--- src/rtl/cell_cache_select.sv ---
// rtl/cell_cache_select.sv - tape-cell cache select stage with lock, fill and dirty write-back
module cell_cache_select #(
    parameter int NENTRIES = 4,
    parameter int AW       = 16,
    parameter int DW       = 16
) (
    input  logic          clk,
    input  logic          rst_n,
    input  logic [15:0]   ins,
    input  logic [AW-1:0] ptr,
    input  logic          branch_en,
    output logic [15:0]   out_ins,
    output logic          stall,
    output logic [DW-1:0] val,
    output logic          val_valid,
    output logic          mem_req_valid,
    input  logic          mem_req_ready,
    output logic          mem_req_we,
    output logic [AW-1:0] mem_req_addr,
    output logic [DW-1:0] mem_req_wdata,
    input  logic          mem_rsp_valid,
    input  logic [DW-1:0] mem_rsp_data,
    input  logic          wb_en,
    input  logic [AW-1:0] wb_addr,
    input  logic [DW-1:0] wb_data
);
    localparam int IW = (NENTRIES > 1) ? $clog2(NENTRIES) : 1;
    localparam logic [3:0] OP_PLUS  = 4'h1;
    localparam logic [3:0] OP_MINUS = 4'h2;
    localparam logic [3:0] OP_BRZ   = 4'h5;

    typedef enum logic [1:0] {S_IDLE, S_EVICT, S_FILL, S_WAIT} state_t;

    state_t                state_q, state_d;
    logic [NENTRIES-1:0]   valid_q, locked_q, dirty_q;
    logic [AW-1:0]         tag_q  [NENTRIES];
    logic [DW-1:0]         data_q [NENTRIES];
    logic [IW-1:0]         rr_q;
    logic [AW-1:0]         miss_addr_q;
    logic [IW-1:0]         victim_q;
    logic                  victim_rr_q;
    logic                  branch_q;

    logic                  cell_op, lock_op, squashed, wb_same;
    logic                  hit, hit_ok, complete, start_miss, fill_now;
    logic [IW-1:0]         hit_idx;
    logic                  inv_found, rr_found, victim_ok;
    logic [IW-1:0]         inv_idx, rr_idx, victim_idx;
    logic [NENTRIES-1:0]   wb_match;

    // Round-robin scan position: base + k wrapped into the entry range.
    function automatic logic [IW-1:0] wrap_add(input logic [IW-1:0] base, input int k);
        int s;
        s = int'(base) + k;
        if (s >= NENTRIES) s = s - NENTRIES;
        return IW'(s);
    endfunction

    assign out_ins  = ins;
    assign cell_op  = (ins[15:12] == OP_PLUS) || (ins[15:12] == OP_MINUS) || (ins[15:12] == OP_BRZ);
    assign lock_op  = (ins[15:12] == OP_PLUS) || (ins[15:12] == OP_MINUS);
    assign squashed = branch_en || branch_q;
    assign wb_same  = wb_en && (wb_addr == ptr);
    assign fill_now = (state_q == S_WAIT) && mem_rsp_valid;
    assign complete = fill_now && !squashed && cell_op && (ptr == miss_addr_q);
    assign hit_ok   = !squashed && cell_op && hit && !locked_q[hit_idx] && !wb_same;
    assign victim_ok  = inv_found || rr_found;
    assign victim_idx = inv_found ? inv_idx : rr_idx;
    assign start_miss = (state_q == S_IDLE) && !squashed && cell_op && !hit && victim_ok;

    // Tag lookup against registered entry state, plus writeback tag match on locked entries.
    always_comb begin
        hit      = 1'b0;
        hit_idx  = '0;
        wb_match = '0;
        for (int i = 0; i < NENTRIES; i++) begin
            if (!hit && valid_q[i] && (tag_q[i] == ptr)) begin
                hit     = 1'b1;
                hit_idx = IW'(i);
            end
            wb_match[i] = wb_en && valid_q[i] && locked_q[i] && (tag_q[i] == wb_addr);
        end
    end

    // Victim choice: lowest invalid entry, else first unlocked entry at or after rr.
    always_comb begin
        inv_found = 1'b0;
        inv_idx   = '0;
        rr_found  = 1'b0;
        rr_idx    = '0;
        for (int i = 0; i < NENTRIES; i++) begin
            if (!inv_found && !valid_q[i]) begin
                inv_found = 1'b1;
                inv_idx   = IW'(i);
            end
        end
        for (int k = 0; k < NENTRIES; k++) begin
            if (!rr_found && !locked_q[wrap_add(rr_q, k)]) begin
                rr_found = 1'b1;
                rr_idx   = wrap_add(rr_q, k);
            end
        end
    end

    // FSM state register.
    always_ff @(posedge clk or negedge rst_n) begin
        if (!rst_n) state_q <= S_IDLE;
        else        state_q <= state_d;
    end

    // FSM next-state logic.
    always_comb begin
        state_d = state_q;
        case (state_q)
            S_IDLE:  if (start_miss) state_d = dirty_q[victim_idx] ? S_EVICT : S_FILL;
            S_EVICT: if (mem_req_ready) state_d = S_FILL;
            S_FILL:  if (mem_req_ready) state_d = S_WAIT;
            S_WAIT:  if (mem_rsp_valid) state_d = S_IDLE;
            default: state_d = S_IDLE;
        endcase
    end

    // Stage outputs: response completion takes priority, then hit, else the op stalls.
    always_comb begin
        stall     = 1'b0;
        val_valid = 1'b0;
        val       = '0;
        if (!squashed && cell_op) begin
            if (complete) begin
                val_valid = 1'b1;
                val       = mem_rsp_data;
            end else if (hit_ok) begin
                val_valid = 1'b1;
                val       = data_q[hit_idx];
            end else begin
                stall = 1'b1;
            end
        end
    end

    // Entry flags, miss bookkeeping and the registered memory request.
    always_ff @(posedge clk or negedge rst_n) begin
        if (!rst_n) begin
            valid_q       <= '0;
            locked_q      <= '0;
            dirty_q       <= '0;
            rr_q          <= '0;
            miss_addr_q   <= '0;
            victim_q      <= '0;
            victim_rr_q   <= 1'b0;
            branch_q      <= 1'b0;
            mem_req_valid <= 1'b0;
            mem_req_we    <= 1'b0;
            mem_req_addr  <= '0;
            mem_req_wdata <= '0;
        end else begin
            branch_q <= branch_en;
            for (int i = 0; i < NENTRIES; i++) begin
                if (wb_match[i]) begin
                    locked_q[i] <= 1'b0;
                    dirty_q[i]  <= 1'b1;
                end
            end
            if (hit_ok && lock_op) locked_q[hit_idx] <= 1'b1;
            case (state_q)
                S_IDLE: begin
                    if (start_miss) begin
                        miss_addr_q          <= ptr;
                        victim_q             <= victim_idx;
                        victim_rr_q          <= !inv_found;
                        valid_q[victim_idx]  <= 1'b0;
                        locked_q[victim_idx] <= 1'b0;
                        dirty_q[victim_idx]  <= 1'b0;
                        mem_req_valid        <= 1'b1;
                        if (dirty_q[victim_idx]) begin
                            mem_req_we    <= 1'b1;
                            mem_req_addr  <= tag_q[victim_idx];
                            mem_req_wdata <= data_q[victim_idx];
                        end else begin
                            mem_req_we   <= 1'b0;
                            mem_req_addr <= ptr;
                        end
                    end
                end
                S_EVICT: begin
                    if (mem_req_ready) begin
                        mem_req_we   <= 1'b0;
                        mem_req_addr <= miss_addr_q;
                    end
                end
                S_FILL: begin
                    if (mem_req_ready) mem_req_valid <= 1'b0;
                end
                S_WAIT: begin
                    if (mem_rsp_valid) begin
                        valid_q[victim_q]  <= 1'b1;
                        dirty_q[victim_q]  <= 1'b0;
                        locked_q[victim_q] <= complete && lock_op;
                        if (victim_rr_q)
                            rr_q <= (victim_q == IW'(NENTRIES - 1)) ? '0 : victim_q + IW'(1);
                    end
                end
                default: ;
            endcase
        end
    end

    // Entry tag/data storage; qualified by the flags, so no reset needed.
    always_ff @(posedge clk) begin
        for (int i = 0; i < NENTRIES; i++) begin
            if (wb_match[i]) data_q[i] <= wb_data;
        end
        if (fill_now) begin
            tag_q[victim_q]  <= miss_addr_q;
            data_q[victim_q] <= mem_rsp_data;
        end
    end
endmodule

--- config.mk ---
export PLATFORM = sky130hd
export DESIGN_NAME = cell_cache_select
export DESIGN_NICKNAME = d
export VERILOG_FILES = /design/src/rtl/cell_cache_select.sv
export SDC_FILE = /design/constraint.sdc
export NUM_CORES = 1
export LEC_CHECK = 0
export BUFFER_PORTS_ARGS = -buffer_cell sky130_fd_sc_hd__buf_2
export CORE_ASPECT_RATIO = 0.75
export CORE_MARGIN = 2
export CORE_UTILIZATION = 38
export DETAILED_ROUTE_END_ITERATION = 8
export GPL_ROUTABILITY_DRIVEN = 1
export PLACE_DENSITY = 0.68
export SYNTH_ARGS = -nofsm -noshare
export SYNTH_HDL_FRONTEND = slang
export SYNTH_SLANG_ARGS = --single-unit
--- constraint.sdc ---
create_clock -name clk -period 4.38 [get_ports clk]
set_input_delay 0.657 -clock clk [delete_from_list [all_inputs] [get_ports clk]]
set_output_delay 0.657 -clock clk [all_outputs]
set_load 0.02 [all_outputs]
==> run_results.csv <==
group,metric,value,unit
outcome,status,"complete, no violations",
logic_synthesis,ys.flop_type,"edfxtp_1",
power,p_int,3990,uW
floorplan,dieWidth,210,um
power,powerDensity,471,nW/um2
layout,final_core_util,43.9,%
placed_design,place_inst,1594,
setup_path,cp-end-kind,"output port",
global_route,globalRouteMet1Util,37.7,%
global_route,grt_max_degree,71,
sta,grt_setup_unrepaired,"no",
job,maxCapViolCount,0,
sta,setup_violations,0,
detailed_routing,vias_per_cell,6.01,
logic_synthesis,yosys.cell_types.count,69,
floorplan,io_pins,154,
clock_tree,htree_levels,4,
sta,final-max-slew-violation-count,0,
logic_synthesis,synth-seq-cells,198,
power,p_leak,0.00537,uW
power,p_seq_share,43.6,%
logic_synthesis,syn-num-nets,1208,
sta,tightestPinTransition,1.18,ns
floorplan,dieArea,33300,um2
layout,drive_above_1_share,27.2,%
logic_synthesis,avgSynthCellArea,10.9,um2
setup_path,cp.arrival,3.62,ns
clock_tree,cts-hold-fix-buffers,0,
global_route,grt_antenna_before_repair,2,
sta,relSlewSlack,21.6,%
setup_path,crit_type,"reg -> out",
sta,post-route-min-period,4.28,ns
global_route,grt_pass1_wl,61700,um
sta,clock.fmax,0.234,GHz
floorplan,die_h,159,um
sta,fin_crit_sh,97.7,%
detailed_routing,route.vias.total,9771,
placed_design,dp_hpwl,30900,um
clock_tree,post_cts_buffers,0,
global_route,grt_pass1_vias,9231,
clock_tree,cts_buffers,17,
detailed_routing,drtIter0Drc,1119,
setup_path,crit_path_start_kind,"flop",
sta,tns,0,ns
floorplan,start_util,38.7,%
clock_tree,cts_sinks,198,
logic_synthesis,syn_area,12100,um2
setup_path,worst_ep_required_time,3.72,ns
sta,hold_violations,0,
floorplan,core_region_area,31300,um2
layout,num_antenna_cells,0,
logic_synthesis,seq_area_frac_synth,46.2,%
logic_synthesis,yosysMostFrequentCell,"edfxtp_1",
clock_tree,clk_path_buf_depth,2,
detailed_routing,drc,0,
power,swShare,38.4,%
logic_synthesis,synthCells,1114,
layout,fin_cells,1626,
power,switching_power,2490,uW
logic_synthesis,synth_top_cell_area_share,31.7,%
power,power.clock.fraction,25.4,%
global_route,overflow,0,
global_route,grtUsageTotal,25.5,%
detailed_routing,drtPass1Iterations,5,
detailed_routing,drt-total-wl,42400,um
detailed_routing,avgRoutedWirePerCell,26.1,um
setup_path,critPathMaxFanout,9,
global_route,globalRouteMet2Util,36.7,%
global_route,use_met3,7.18,%
global_route,grt_busiest_layer,"met1",
floorplan,rows,56,
clock_tree,clk_pin_slew_worst_paths,0.07,ns
sta,clock_skew,0.0185,ns
logic_synthesis,async_flop_share,35.4,%
power,p_comb_share,31.0,%
min_path,hold_class,"in -> reg",
placed_design,gp_congestion,0.996,
clock_tree,cts_tree,"done",
clock_tree,cts_resized,2,
power,peakVddDrop,0.299,mV
clock_tree,clk_latency,0.46,ns
logic_synthesis,synth_largest_area_cell,"edfxtp_1",
logic_synthesis,yosys_warnings,0,
logic_synthesis,synth_edf_count,128,
logic_synthesis,ys_top_cells_by_area,"edfxtp_1 (32%), dfrtp_1 (14%), mux2_2 (8.3%)",
layout,nets,1301,
layout,area_growth,13.5,%
clock_tree,root_buffer,"clkbuf_16",
logic_synthesis,synthTopCellsByCount,"edfxtp_1 (128), nand2_1 (108), xor2_1 (90), mux2_2 (89), xnor2_1 (71)",
placed_design,port-buffer-count,129,
power,finalPower,6480,uW
detailed_routing,ant_nets,0,
==> path summary, 6_finish.rpt <==
kind | start | endpoint | slack [ns] | depth (start not counted)
setup / recovery | tag_q[2][5] | val[5] | 0.10 | 9
hold / removal | branch_en | branch_q | 0.33 | 1
setup reg to reg | locked_q[3] | mem_req_addr[6] | 0.78 | 8
hold reg to reg | mem_req_addr[11] | mem_req_addr[11] | 0.48 | 2
max in group asynchronous | rst_n | victim_q[0] | 3.32 | 1
min in group asynchronous | rst_n | miss_addr_q[13] | 0.37 | 1
==> flip-flops by register name, summed over array words and instances, names as in the netlist <==
| signal | count |
|---|---|
| victim_rr_q | 1 |
| mem_req_addr | 16 |
| valid_q | 4 |
| tag_q | 64 |
| mem_req_we | 1 |
| data_q | 64 |
| rr_q | 2 |
| mem_req_wdata | 16 |
| branch_q | 1 |
| mem_req_valid | 1 |
| state_q | 2 |
| locked_q | 4 |
| victim_q | 2 |
| miss_addr_q | 16 |
| dirty_q | 4 |
==> critical path, cell delays in order (launching register included) <==
cell and delay (ns):
edfxtp_1 0.46, xor2_1 0.19, or4_1 0.63, nor4_1 0.32
buf_4 0.20, nor3b_4 0.53, buf_4 0.28, a221oi_1 0.09
a22oi_1 0.25, buf_2 0.22
==> metrics by stage <==
step	area [um2]	hold WS [ns]	worst slack, ns
2_1_floorplan	12100	0.361	0.660
3_3_place_gp	13100	0.460	0.128
3_5_place_dp	13100	0.468	0.0669
4_1_cts	13700	0.317	0.133
5_1_grt	13700	0.319	0.00481
6_report	13700	0.332	0.103
==> kinds of logic (layout without fill, tap and decap cells) <==
logic type      Yosys count  in the layout  share of synthesized area (%)
buf+inv                 138            244                           5.45
simple gates            298            298                           12.7
fa+ha+maj                 8              8                          0.827
mux                     104            104                           10.0
flops                   198            198                           46.2
compound gates          207            207                           13.1
xor+xnor                161            161                           11.6
==> cells in the final DEF, fill, tap and decap left out, types with 14 or more instances in the layout <==
cell type,n
edfxtp_1,128
buf_2,128
nand2_1,108
xor2_1,90
mux2_2,89
xnor2_1,71
dfrtp_1,70
buf_4,52
a221oi_1,36
nor2_1,35
a221o_1,32
o21ai_0,30
inv_1,29
nor4_1,26
o31ai_1,22
nor2b_1,21
nand4_1,21
a31oi_1,20
nand3_1,19
a211oi_1,18
clkbuf_16,17
a22oi_1,16
nor3_1,14
==> power by group through the flow <==
stage	registers [uW]	logic [uW]	clock network [uW]
floorplan	2800	1200	0
global placement	2840	1940	0
detailed placement	2850	1960	0
CTS	2810	1970	1670
global route	2870	2140	1740
finish	2830	2010	1640
==> per-layer routing <==
layer / up-vias / routed length, um
met5: - / 27
met4: 4 / 641
met3: 54 / 4470
met2: 548 / 17700
met1: 4866 / 19600
li1: 4299 / -
==> layout make-up <==
cell class	count	area [um2]
Multi-Input combinational cell	778	5890
Clock inverter	14	176
Fill cell	2922	17600
Tap cell	406	508
Clock buffer	18	429
Timing Repair Buffer	180	1030
Sequential cell	198	5600
Inverter	32	120
No activity file was read; power rests on OpenSTA's default activity.
